### src/rtl/rv_pkg.sv
// Shared types for the RV32 instruction-fetch front end.
// Latency: n/a (types and constants only).
// Backpressure: n/a.
//
// Contents:
//   pc_state_e      - PC generator FSM states
//   redir_kind_e    - kind of a buffered redirect (branch/jump or trap)
//   PC_RESET_VECTOR - default fetch address after reset
package rv_pkg;

  typedef enum logic [1:0] {
    BOOT = 2'd0,
    RUN  = 2'd1,
    PEND = 2'd2
  } pc_state_e;

  typedef enum logic {
    REDIR_BRANCH = 1'b0,
    REDIR_TRAP   = 1'b1
  } redir_kind_e;

  localparam logic [31:0] PC_RESET_VECTOR = 32'h0000_0060;

endpackage

### src/rtl/pc_redirect_buf.sv
// Pending-redirect buffer: keeps one redirect/trap that arrived while fetch was stalled.
// Latency: 1 cycle from capture to pend_valid/pend_kind/pend_target.
// Backpressure: none; it only records events while capture is high and drops them on clear.
//
// Ports:
//   clk, rst_n       - clock, asynchronous active-low reset
//   capture          - record incoming events this cycle (fetch stalled)
//   clear            - drop the entry (it has been consumed); wins over capture
//   trap_valid/trap_vector         - incoming trap event
//   redirect_valid/redirect_target - incoming branch/jump event
//   pend_valid/pend_kind/pend_target - buffered entry
module pc_redirect_buf
  import rv_pkg::*;
#(
  parameter int WIDTH = 32
) (
  input  logic             clk,
  input  logic             rst_n,
  input  logic             capture,
  input  logic             clear,
  input  logic             trap_valid,
  input  logic [WIDTH-1:0] trap_vector,
  input  logic             redirect_valid,
  input  logic [WIDTH-1:0] redirect_target,
  output logic             pend_valid,
  output redir_kind_e      pend_kind,
  output logic [WIDTH-1:0] pend_target
);

  // A trap always takes the slot. A branch only takes it when no trap is
  // parked there, so a later redirect can never shadow an earlier trap.
  logic branch_may_write;
  assign branch_may_write = !(pend_valid && (pend_kind == REDIR_TRAP));

  always_ff @(posedge clk or negedge rst_n) begin
    if (!rst_n) begin
      pend_valid  <= 1'b0;
      pend_kind   <= REDIR_BRANCH;
      pend_target <= '0;
    end else if (clear) begin
      pend_valid  <= 1'b0;
      pend_kind   <= REDIR_BRANCH;
      pend_target <= '0;
    end else if (capture) begin
      if (trap_valid) begin
        pend_valid  <= 1'b1;
        pend_kind   <= REDIR_TRAP;
        pend_target <= trap_vector;
      end else if (redirect_valid && branch_may_write) begin
        pend_valid  <= 1'b1;
        pend_kind   <= REDIR_BRANCH;
        pend_target <= redirect_target;
      end
    end
  end

endmodule

### src/rtl/pc_gen.sv
// IF-stage program-counter generator with stall hold, branch/trap redirect and pending buffer.
// Latency: 1 cycle from selected target (trap > redirect > pc+INC) to pc_o.
// Backpressure: stall_i holds pc_o; redirects seen during a stall are buffered and applied on release.
//
// Ports:
//   clk, rst_n                           - core clock, asynchronous active-low reset
//   stall_i                              - fetch stall, pc_o holds
//   redirect_valid_i / redirect_target_i - single-cycle branch/jump redirect from EX
//   trap_valid_i / trap_vector_i         - single-cycle trap redirect
//   pc_o, pc_seq_o                       - registered fetch PC and its sequential successor
//   fetch_valid_o                        - pc_o is a valid fetch address
//   redirect_taken_o                     - one-cycle pulse when pc_o just loaded a redirect/trap
//   misalign_o                           - only with PC_ALIGN_CHECK_EN: taken branch target not word aligned
module pc_gen
  import rv_pkg::*;
#(
  parameter int               WIDTH        = 32,
  parameter logic [WIDTH-1:0] RESET_VECTOR = WIDTH'(PC_RESET_VECTOR),
  parameter int               INC          = 4
) (
  input  logic             clk,
  input  logic             rst_n,
  input  logic             stall_i,
  input  logic             redirect_valid_i,
  input  logic [WIDTH-1:0] redirect_target_i,
  input  logic             trap_valid_i,
  input  logic [WIDTH-1:0] trap_vector_i,
  output logic [WIDTH-1:0] pc_o,
  output logic [WIDTH-1:0] pc_seq_o,
  output logic             fetch_valid_o,
  output logic             redirect_taken_o
`ifdef PC_ALIGN_CHECK_EN
  ,
  output logic             misalign_o
`endif
);

  pc_state_e        state_q, state_n;
  logic [WIDTH-1:0] pc_n;
  logic             fetch_valid_n;
  logic             taken_n;
  logic             buf_capture;
  logic             buf_clear;
  logic             pend_valid;
  redir_kind_e      pend_kind;
  logic [WIDTH-1:0] pend_target;
`ifdef PC_ALIGN_CHECK_EN
  logic             misalign_n;
`endif

  assign pc_seq_o = pc_o + WIDTH'(INC);

  // Events are recorded whenever fetch is stalled outside BOOT; in RUN the
  // buffer is empty, so the same overwrite rules give "trap wins" there too.
  assign buf_capture = stall_i && (state_q != BOOT);

  pc_redirect_buf #(
    .WIDTH(WIDTH)
  ) u_redirect_buf (
    .clk             (clk),
    .rst_n           (rst_n),
    .capture         (buf_capture),
    .clear           (buf_clear),
    .trap_valid      (trap_valid_i),
    .trap_vector     (trap_vector_i),
    .redirect_valid  (redirect_valid_i),
    .redirect_target (redirect_target_i),
    .pend_valid      (pend_valid),
    .pend_kind       (pend_kind),
    .pend_target     (pend_target)
  );

  always_ff @(posedge clk or negedge rst_n) begin
    if (!rst_n) begin
      state_q          <= BOOT;
      pc_o             <= RESET_VECTOR;
      fetch_valid_o    <= 1'b0;
      redirect_taken_o <= 1'b0;
`ifdef PC_ALIGN_CHECK_EN
      misalign_o       <= 1'b0;
`endif
    end else begin
      state_q          <= state_n;
      pc_o             <= pc_n;
      fetch_valid_o    <= fetch_valid_n;
      redirect_taken_o <= taken_n;
`ifdef PC_ALIGN_CHECK_EN
      misalign_o       <= misalign_n;
`endif
    end
  end

  always_comb begin
    state_n       = state_q;
    pc_n          = pc_o;
    fetch_valid_n = fetch_valid_o;
    taken_n       = 1'b0;
    buf_clear     = 1'b0;
`ifdef PC_ALIGN_CHECK_EN
    misalign_n    = 1'b0;
`endif
    case (state_q)
      BOOT: begin
        // One dead cycle: PC holds and events are ignored.
        state_n       = RUN;
        fetch_valid_n = 1'b1;
      end
      RUN: begin
        if (!stall_i) begin
          if (trap_valid_i) begin
            pc_n    = trap_vector_i;
            taken_n = 1'b1;
          end else if (redirect_valid_i) begin
            pc_n    = redirect_target_i;
            taken_n = 1'b1;
`ifdef PC_ALIGN_CHECK_EN
            misalign_n = |redirect_target_i[1:0];
`endif
          end else begin
            pc_n = pc_seq_o;
          end
        end else if (trap_valid_i || redirect_valid_i) begin
          state_n = PEND;
        end
      end
      PEND: begin
        if (!stall_i) begin
          // The buffer is always valid here, so a redirect is always taken.
          state_n   = RUN;
          taken_n   = 1'b1;
          buf_clear = 1'b1;
          if (trap_valid_i) begin
            pc_n = trap_vector_i;
          end else if (pend_valid && (pend_kind == REDIR_TRAP)) begin
            pc_n = pend_target;
          end else if (redirect_valid_i) begin
            pc_n = redirect_target_i;
`ifdef PC_ALIGN_CHECK_EN
            misalign_n = |redirect_target_i[1:0];
`endif
          end else begin
            pc_n = pend_target;
`ifdef PC_ALIGN_CHECK_EN
            misalign_n = |pend_target[1:0];
`endif
          end
        end
      end
      default: begin
        state_n = BOOT;
      end
    endcase
  end

endmodule

### config.mk
export PLATFORM = sky130hd
export DESIGN_NAME = pc_gen
export DESIGN_NICKNAME = d
export VERILOG_FILES = /design/src/rtl/rv_pkg.sv /design/src/rtl/pc_redirect_buf.sv /design/src/rtl/pc_gen.sv
export SDC_FILE = /design/constraint.sdc
export NUM_CORES = 1
export LEC_CHECK = 0
export ABC_AREA = 1
export BUFFER_PORTS_ARGS = -buffer_cell sky130_fd_sc_hd__clkbuf_2
export CORE_ASPECT_RATIO = 0.5
export CORE_UTILIZATION = 54
export CTS_BUF_LIST = sky130_fd_sc_hd__clkbuf_8 sky130_fd_sc_hd__clkbuf_16
export CTS_CLUSTER_SIZE = 30
export DETAILED_ROUTE_END_ITERATION = 12
export PLACE_DENSITY_LB_ADDON = 0.08
export RECOVER_POWER = 100
export SLEW_MARGIN = 20
export SYNTH_ARGS = -nofsm -noshare
export SYNTH_HDL_FRONTEND = slang
export SYNTH_SLANG_ARGS = --single-unit
### constraint.sdc
create_clock -name clk -period 2.4 [get_ports clk]
set_input_delay 0.72 -clock clk [delete_from_list [all_inputs] [get_ports clk]]
set_output_delay 0.72 -clock clk [all_outputs]
set_load 0.01 [all_outputs]
==> flow_summary_export.csv, run 1 <==
group,metric,value,unit
power,power_leakage,3.60,nW
synthesis,syn_area,0.00509,mm^2
finish,drive_gt1_share,28.5,%
route,drc,0,
place,place_ws,93.5,ps
global_route,grt.total_usage,37.4,%
synthesis,ys_warn_count,0,
cts,path_clk_slew,60,ps
setup_path,cp-start-kind,"flip-flop",
sta,slew_violations,0,
run_status,outcome,"finished with violations",
setup_path,endpoint_kind,"primary output",
global_route,grt_pass1_vias,5783,
synthesis,synth.top_cell.area_share,33.4,%
synthesis,synth_area_per_cell,6.44,um^2
synthesis,syn_inst,790,
sta,timing.fmax,385,MHz
route,ant_nets,0,
place,dpl.hpwl,12500,um
setup_path,arrival,1880,ps
synthesis,async_flop_share,100,%
setup_path,worst_ep_required_time,1680,ps
sta,rsz0062_at_grt,"true",
global_route,antenna_found_initial,0,
synthesis,ys.flop_type,"dfrtp_1",
power,cellPowerDensity,1310,mW/mm^2
cts,cts_buffers,9,
sta,period_minus_slack,2600,ps
synthesis,yosysSeqAreaShare,34.5,%
sta,final_hold_viol_count,0,
floorplanning,num_rows,24,
cts,cts_tree,"done",
setup_path,crit_path_top_delay_cell,"dfstp_2",
synthesis,synth_edf_count,0,
sta,setup_ws,-197,ps
place,port_buffers,134,
place,dpl_cell_area,0.00601,mm^2
setup_path,path_cells,"nand2_2 > nor2_4 > nand2_4 > nor2_4 > buf_6 > xor2_2 > buf_2",
power,ir_worst_vdd,0.000860,V
setup_path,cp_max_fo,5,
setup_path,criticalPathCategory,"reg2out",
cts,clk_latency,350,ps
cts,clock_path_buffers,2,
global_route,grt_max_degree,50,
sta,setup_viol,24,
synthesis,synth.distinct_cells,35,
floorplanning,coreArea,0.00892,mm^2
floorplanning,start_util,57.1,%
global_route,grt_overflow_total,0,
run_status,violations,"negative setup slack",
setup_path,path_common_cell,"nor2_4",
synthesis,synth_area_leaders,"dfrtp_1, nand2_1, a21oi_1",
route,routed_wl,18200,um
floorplanning,dieHeight,70.7,um
global_route,grt_first_pass_wirelength,28500,um
worst_hold_path,hold_path_class,"reg2reg",
finish,antenna_cells,0,
synthesis,synth_fp_nets,863,
sta,timing.hold.ws,468,ps
sta,relSlewSlack,19.6,%
finish,layout_common_cells,"nand2_1, inv_1, clkbuf_2",
synthesis,ys_ff_latch,70,
finish,final_common_cell,"nand2_1",
route,num_vias,6126,
cts,cts-hold-fix-buffers,0,
sta,finalCritPeriodShare,108,%
setup_path,cpPeakStageDelay,580,ps
place,placed_cells,1035,
power,total_power,8.90,mW
cts,cts-root-buf,"clkbuf_16",
finish,final_nets,1031,
finish,synthToLayoutAreaGrowth,33.8,%
cts,htreeDepth,3,
route,via_per_inst,5.67,
synthesis,yosys.area.top_type,"dfrtp_1",
finish,fillers,688,
place,gp_congestion,0.945,
route,wl_per_cell,16.9,um
flow_run,maxCapViolations,0,
route,drt_pass1_iterations,6,
floorplanning,pin_count,135,
sta,tightest_slew,1210,ps
route,drtIter0Drc,790,
floorplanning,die_w,139,um
finish,final_area,0.00681,mm^2
cts,cts.sinks,70,
sta,skew,7.12,ps
finish,final_cells,1080,
floorplanning,die-area,0.00984,mm^2
registers in the layout, summed over array words and instances (netlist names):
name and count:
pc_o 32, u_redirect_buf.pend_target 32, state_q 2, fetch_valid_o 1, redirect_taken_o 1, u_redirect_buf.pend_kind 1
u_redirect_buf.pend_valid 1
through the flow:
step | TNS, ps | util (%)
2_1_floorplan | 0 | -
3_3_place_gp | 0 | 67.3
3_5_place_dp | 0 | 67.3
4_1_cts | -951 | 73.9
5_1_grt | -3910 | 76.3
6_report | -2180 | 76.3
power breakdown:
part / total (mW) / leakage (nW) / switching (mW) / internal (mW)
combinational: 5.12 / 2.63 / 3.09 / 2.02
sequential: 2.37 / 0.820 / 0.605 / 1.77
clock: 1.41 / 0.149 / 0.567 / 0.840
per-layer routing:
metal / track usage [%] / up-vias / wire [um]
met5: 0 / - / 0
met4: 11.0 / 0 / 398
met3: 11.5 / 54 / 2450
met2: 58.3 / 448 / 7800
met1: 50.4 / 2764 / 7560
li1: - / 2860 / -
synth_stat cells (3+ instances only):
master	count
dfrtp_1	68
nor2_4	4
buf_1	3
nand2_1	190
buf_4	3
nor2_1	104
inv_2	3
nand2_2	6
a21oi_1	95
and2_1	7
o22ai_1	39
inv_1	117
a31oi_1	10
clkbuf_1	12
nand3_1	21
ha_1	4
xor2_1	13
a22oi_1	6
o21ai_0	35
buf_2	20
nor3_1	8
nor2_2	4
cell families after synthesis:
logic type	Yosys count	synth area share, %
AND/OR/NAND/NOR	348	28.1
AO/OA/AOI/OAI	193	21.3
buffers and inverters	160	12.5
flip-flops	70	34.5
XOR/XNOR	15	2.58
adder cells (fa/ha/maj)	4	0.983
final cells by class:
type                            instances  area, um^2  area share [%]
Inverter                              122         460            6.76
Tap cell                              117         146            2.15
Clock inverter                          6        68.8            1.01
Timing Repair Buffer                  195        1180            17.3
Clock buffer                           10         239            3.51
Sequential cell                        70        1760            25.9
Multi-Input combinational cell        560        2950            43.4
critical path, delay by kind of cell, from the launching register on:
family | cells | cell delay (ps)
xor+xnor | 1 | 150
buf+inv | 2 | 290
flops | 1 | 580
simple gates | 4 | 520
worst paths after layout:
check	slack, ps	end	cells past startpoint	start
min in group asynchronous	600	u_redirect_buf.pend_target[9]	1	rst_n
max reg2reg	260	pc_o[15]	9	state_q[0]
min reg2reg	470	fetch_valid_o	1	fetch_valid_o
max in group asynchronous	390	pc_o[12]	2	rst_n
max	-200	pc_seq_o[18]	7	pc_o[6]
min	470	fetch_valid_o	1	fetch_valid_o
timing repair:
item                                    in CTS  in global routing
gates cloned                                 0                  0
endpoints found under the setup margin      24                 24
setup buffers                               14                 15
resized for setup                           48                 48
pin swaps                                   24                 19
Note: power is estimated with default switching activity, not from simulation.
==> run 2, diff against run 1 <==
--- a/config.mk
+++ b/config.mk
@@ -8,7 +8,7 @@
 export ABC_AREA = 1
 export BUFFER_PORTS_ARGS = -buffer_cell sky130_fd_sc_hd__clkbuf_2
 export CORE_ASPECT_RATIO = 0.5
-export CORE_UTILIZATION = 54
+export CORE_UTILIZATION = 49
 export CTS_BUF_LIST = sky130_fd_sc_hd__clkbuf_8 sky130_fd_sc_hd__clkbuf_16
 export CTS_CLUSTER_SIZE = 30
 export DETAILED_ROUTE_END_ITERATION = 12
==> run 2 against run 1 <==
Effect of this change: the flow finishes with violations (max-capacitance violations, max-slew violations, negative setup slack); via count decreased by 1.8%; wire length fell by 0.24%; cell area down 0.50%; worst setup slack better by 80 ps; global-route usage shrank 3.0 points; sequential power is essentially flat; first-iteration DRC count decreased by 26%; flip-flop and latch count unchanged; clock power is 4% higher; maximum frequency grew 3.2%; sequential share of layout area is 0.17 points higher; largest power group unchanged; highest routed layer unchanged.
==> flow_summary_export.csv, run 2 (synthesized netlist as in run 1, its figures left out) <==
group,metric,value,unit
route,wl_per_cell,16.6,um
cts,cts_buffers,9,
sta,final_hold_viol_count,0,
finish,final_nets,1025,
place,placed_cells,1057,
setup_path,arrival,1800,ps
setup_path,crit_path_top_delay_cell,"dfrtp_1",
finish,drive_gt1_share,28.7,%
sta,period_minus_slack,2520,ps
place,port_buffers,134,
cts,cts-root-buf,"clkbuf_16",
setup_path,cp-start-kind,"flip-flop",
finish,final_common_cell,"nand2_1",
place,gp_congestion,0.956,
route,routed_wl,18200,um
sta,skew,6.01,ps
sta,tightest_slew,1690,ps
worst_hold_path,hold_path_class,"reg2reg",
sta,rsz0062_at_grt,"true",
finish,top_regs,"pc_o (32), u_redirect_buf.pend_target (32), state_q (2)",
cts,cts_tree,"done",
cts,cts.sinks,70,
floorplanning,dieHeight,74.1,um
setup_path,timing.reg2reg.setup_slack,410,ps
cts,htreeDepth,3,
sta,setup_viol,22,
setup_path,worst_ep_required_time,1680,ps
finish,antenna_cells,0,
power,cellPowerDensity,1300,mW/mm^2
power,ir_worst_vdd,0.000619,V
sta,setup_ws,-117,ps
route,drtIter0Drc,585,
setup_path,cp_max_fo,4,
floorplanning,num_rows,25,
sta,finalSetupTns,-1350,ps
finish,fillers,876,
finish,final_cells,1092,
cts,clk_latency,340,ps
setup_path,cpPeakStageDelay,420,ps
global_route,grt_pass1_vias,5535,
cts,clock_path_buffers,2,
place,dpl.hpwl,12900,um
setup_path,path_common_cell,"nand2_1",
cts,cts-hold-fix-buffers,0,
sta,relSlewSlack,-12.4,%
global_route,grt_max_degree,71,
route,drc,0,
route,ant_nets,0,
floorplanning,coreArea,0.00976,mm^2
setup_path,criticalPathCategory,"reg2out",
sta,slew_violations,71,
floorplanning,die_w,146,um
run_status,violations,"max-capacitance violations, max-slew violations, negative setup slack",
finish,synthToLayoutAreaGrowth,33.1,%
route,drt_pass1_iterations,5,
finish,layout_common_cells,"nand2_1, inv_1, clkbuf_2",
floorplanning,die-area,0.0108,mm^2
global_route,grt_overflow_total,0,
sta,finalCritPeriodShare,105,%
run_status,outcome,"finished with violations",
cts,path_clk_slew,60,ps
route,num_vias,6016,
route,via_per_inst,5.51,
setup_path,endpoint_kind,"primary output",
sta,timing.fmax,397,MHz
power,power_leakage,3.56,nW
floorplanning,pin_count,135,
flow_run,maxCapViolations,1,
setup_path,path_cells,"ha_4 > nand3_4 > inv_4 > nand2_4 > nor2_4 > nand2_1 > nand2_1 > and2_4 > buf_2",
global_route,grt_first_pass_wirelength,28600,um
global_route,grt.total_usage,34.4,%
global_route,antenna_found_initial,0,
floorplanning,start_util,52.2,%
run 2: report_power, final:
group          internal [mW]  switching [mW]
registers               1.77           0.573
logic                   1.93            3.05
clock network          0.913           0.557
run 2: layer usage:
layer  part of all wire (%)  up-vias  GRT usage (%)  routed length, um
li1                       -     2850              -                  -
met1                     44     2770           49.2               8000
met2                     43      376           53.5               7780
met3                     12       20           8.53               2240
met4                   0.82        0           6.48                149
met5                      0        -              0                  0
run 2: final cells by class:
class / instances / area [um^2] / share of cell area, %
inverter: 122 / 460 / 6.80
timing repair buffer: 189 / 1110 / 16.4
tap: 135 / 169 / 2.49
clock buffer: 9 / 225 / 3.32
clock inverter: 7 / 97.6 / 1.44
sequential: 70 / 1770 / 26.1
multi-input combinational: 560 / 2940 / 43.5
run 2: stage by stage:
stage	setup WS, ps	area [um^2]	total power [mW]	hold WS [ps]	utilization, %
4_1_cts	-109	6640	8.46	417	68.0
3_3_place_gp	37.3	6050	6.58	457	61.9
2_1_floorplan	254	5090	4.87	424	-
5_1_grt	-180	6770	9.35	528	69.4
6_report	-117	6770	8.79	475	69.4
3_5_place_dp	58.0	6050	6.64	461	61.9
run 2: timing repair:
item | CTS | global route
resized for setup | 41 | 50
setup endpoints to repair | 24 | 24
buffers inserted | 13 | 6
pin swaps | 17 | 20
run 2: path summary, 6_finish.rpt:
path                               start       endpoint  depth (start not counted)
min in group asynchronous          rst_n        pc_o[9]                          2
max reg2reg                   state_q[0]       pc_o[24]                          9
min                        fetch_valid_o  fetch_valid_o                          1
min reg2reg                fetch_valid_o  fetch_valid_o                          1
max in group asynchronous          rst_n       pc_o[27]                          2
max                              pc_o[2]   pc_seq_o[20]                          9
run 2: worst max-delay path, delay by kind of cell (launching register included):
kind	cells	cell delay, ps
fa+ha+maj	1	180
buf+inv	2	200
flops	1	420
simple gates	6	650
==> run 3, diff against run 2 <==
--- a/config.mk
+++ b/config.mk
@@ -14,6 +14,7 @@
 export DETAILED_ROUTE_END_ITERATION = 12
 export PLACE_DENSITY_LB_ADDON = 0.08
 export RECOVER_POWER = 100
+export SETUP_SLACK_MARGIN = 0.05
 export SLEW_MARGIN = 20
 export SYNTH_ARGS = -nofsm -noshare
 export SYNTH_HDL_FRONTEND = slang
==> run 3 against run 2 <==
Effect of this change: the flow still finishes with violations (max-capacitance violations, max-slew violations, negative setup slack); clock skew about the same; register-to-register slack about the same; first-iteration DRC count up 1.4%; critical path depth down 1; non-clock buffer count up 3; die area unchanged; largest power group unchanged.
==> flow_summary_export.csv, run 3 (synthesized netlist as in run 1, its figures left out) <==
group,metric,value,unit
route,routed_wl,18200,um
sta,timing.hold.ws,476,ps
route,highest_layer,"met4",
route,num_vias,5999,
setup_path,critPathBufInv,1,
finish,drive_gt1_share,28.6,%
setup_path,worst_ep_required_time,1680,ps
finish,synthToLayoutAreaGrowth,32.8,%
global_route,grt_pass1_vias,5555,
route,via_per_inst,5.48,
sta,relSlewSlack,-10.4,%
route,drtIter0Drc,593,
sta,finalSetupTns,-1400,ps
setup_path,crit_path_top_delay_cell,"dfstp_2",
place,gp_congestion,0.956,
cts,cts-root-buf,"clkbuf_16",
cts,cts_tree,"done",
run_status,outcome,"finished with violations",
finish,final_area,0.00676,mm^2
global_route,grt_overflow_total,0,
finish,final_common_cell,"nand2_1",
route,drc,0,
sta,finalCritPeriodShare,106,%
sta,rsz0062_at_grt,"true",
route,drt_pass1_iterations,5,
finish,antenna_cells,0,
route,ant_nets,0,
sta,final_hold_viol_count,0,
place,dpl_cell_area,0.00605,mm^2
run_status,violations,"max-capacitance violations, max-slew violations, negative setup slack",
sta,period_minus_slack,2540,ps
place,port_buffers,134,
power,cellPowerDensity,1300,mW/mm^2
cts,cts.sinks,70,
sta,slew_violations,71,
route,m1WireLength,8100,um
worst_hold_path,hold_path_class,"reg2reg",
setup_path,path_delay_family,"simple AND/OR/NAND/NOR gates",
finish,final_nets,1028,
global_route,grt_first_pass_wirelength,28700,um
cts,htreeDepth,3,
power,power_leakage,3.56,nW
cts,path_clk_slew,60,ps
power,ir_worst_vdd,0.000624,V
setup_path,arrival,1820,ps
setup_path,cp-start-kind,"flip-flop",
cts,clock_path_buffers,2,
floorplanning,num_rows,25,
floorplanning,coreArea,0.00976,mm^2
finish,top_regs,"pc_o (32), u_redirect_buf.pend_target (32), state_q (2)",
finish,layout_common_cells,"nand2_1, inv_1, clkbuf_2",
cts,cts-hold-fix-buffers,0,
flow_run,maxCapViolations,1,
finish,final_core_util,69.3,%
route,met3_length,2110,um
floorplanning,pin_count,135,
floorplanning,dieHeight,74.1,um
sta,setup_viol,19,
floorplanning,die-area,0.0108,mm^2
global_route,grt_max_degree,71,
place,place_ws,58.0,ps
setup_path,cp_max_fo,4,
setup_path,endpoint_kind,"primary output",
place,dpl.hpwl,12900,um
route,wl_per_cell,16.7,um
global_route,grt.total_usage,34.6,%
cts,cts_buffers,9,
sta,setup_ws,-135,ps
setup_path,path_cells,"nand2_4 > nor2_4 > nand2_4 > nor2_4 > nand2_1 > nand2_1 > and2_4 > clkbuf_2",
sta,timing.fmax,394,MHz
floorplanning,die_w,146,um
global_route,antenna_found_initial,0,
route,wl_met2,7840,um
sta,skew,6.33,ps
sta,tightest_slew,1660,ps
setup_path,cpPeakStageDelay,580,ps
cts,clk_latency,340,ps
floorplanning,start_util,52.2,%
setup_path,criticalPathCategory,"reg2out",
-- run 3: cell types whose count changed in the layout (fill, tap and decap cells not counted), moves of 3 or more --
cell,change
clkbuf_2,+3
dfrtp_1,-3
dfrtp_2,+3
buf_2,-3
nand2_1,+3
nand2_2,-3
-- run 3: path summary, 6_finish.rpt --
| check | start | to | slack [ps] | cells after the start |
|---|---|---|---|---|
| min in group asynchronous | rst_n | u_redirect_buf.pend_target[13] | 880 | 2 |
| worst max-delay path | pc_o[6] | pc_seq_o[20] | -140 | 8 |
| worst min register to register | fetch_valid_o | fetch_valid_o | 480 | 1 |
| worst min-delay path | fetch_valid_o | fetch_valid_o | 480 | 1 |
| worst max register to register | state_q[0] | pc_o[17] | 400 | 9 |
| max in group asynchronous | rst_n | pc_o[20] | 370 | 2 |
-- run 3: repair_timing --
item,CTS,global route
gates resized for setup,45,35
pin swaps,17,15
buffers inserted,15,7
endpoints found under the setup margin,25,25
-- run 3: final cells by class --
class | instances | area (um^2)
Sequential cell | 70 | 1770
Inverter | 122 | 460
Timing Repair Buffer | 192 | 1130
Clock inverter | 7 | 97.6
Fill cell | 882 | 3000
Multi-Input combinational cell | 560 | 2910
Tap cell | 135 | 169
Clock buffer | 9 | 225
-- run 3: stage by stage --
stage,std cells,power [mW]
2_1_floorplan,790,4.87
3_3_place_gp,1057,6.58
3_5_place_dp,1057,6.64
4_1_cts,1088,8.50
5_1_grt,1095,9.36
6_report,1095,8.80
-- run 3: worst register-to-register path, cell delays in order (launching register included) --
cell      delay (ps)
dfrtp_1          360
inv_1             90
ha_1             230
buf_4            160
nand2_1           90
clkinv_1         360
nand2_1          160
a22oi_1           80
nor3_1           230
a21oi_1          100
-- run 3: routing by layer --
metal	track usage [%]	up-vias
met5	0	-
met4	6.71	0
met3	8.53	29
met2	54.0	333
met1	49.2	2778
li1	-	2859
-- run 3: power by group --
group,switching (mW),leakage [nW],total (mW),internal [mW]
Sequential,0.564,0.816,2.34,1.78
Combinational,3.06,2.59,4.99,1.93
Clock,0.559,0.152,1.47,0.913
Total,4.18,3.56,8.80,4.62
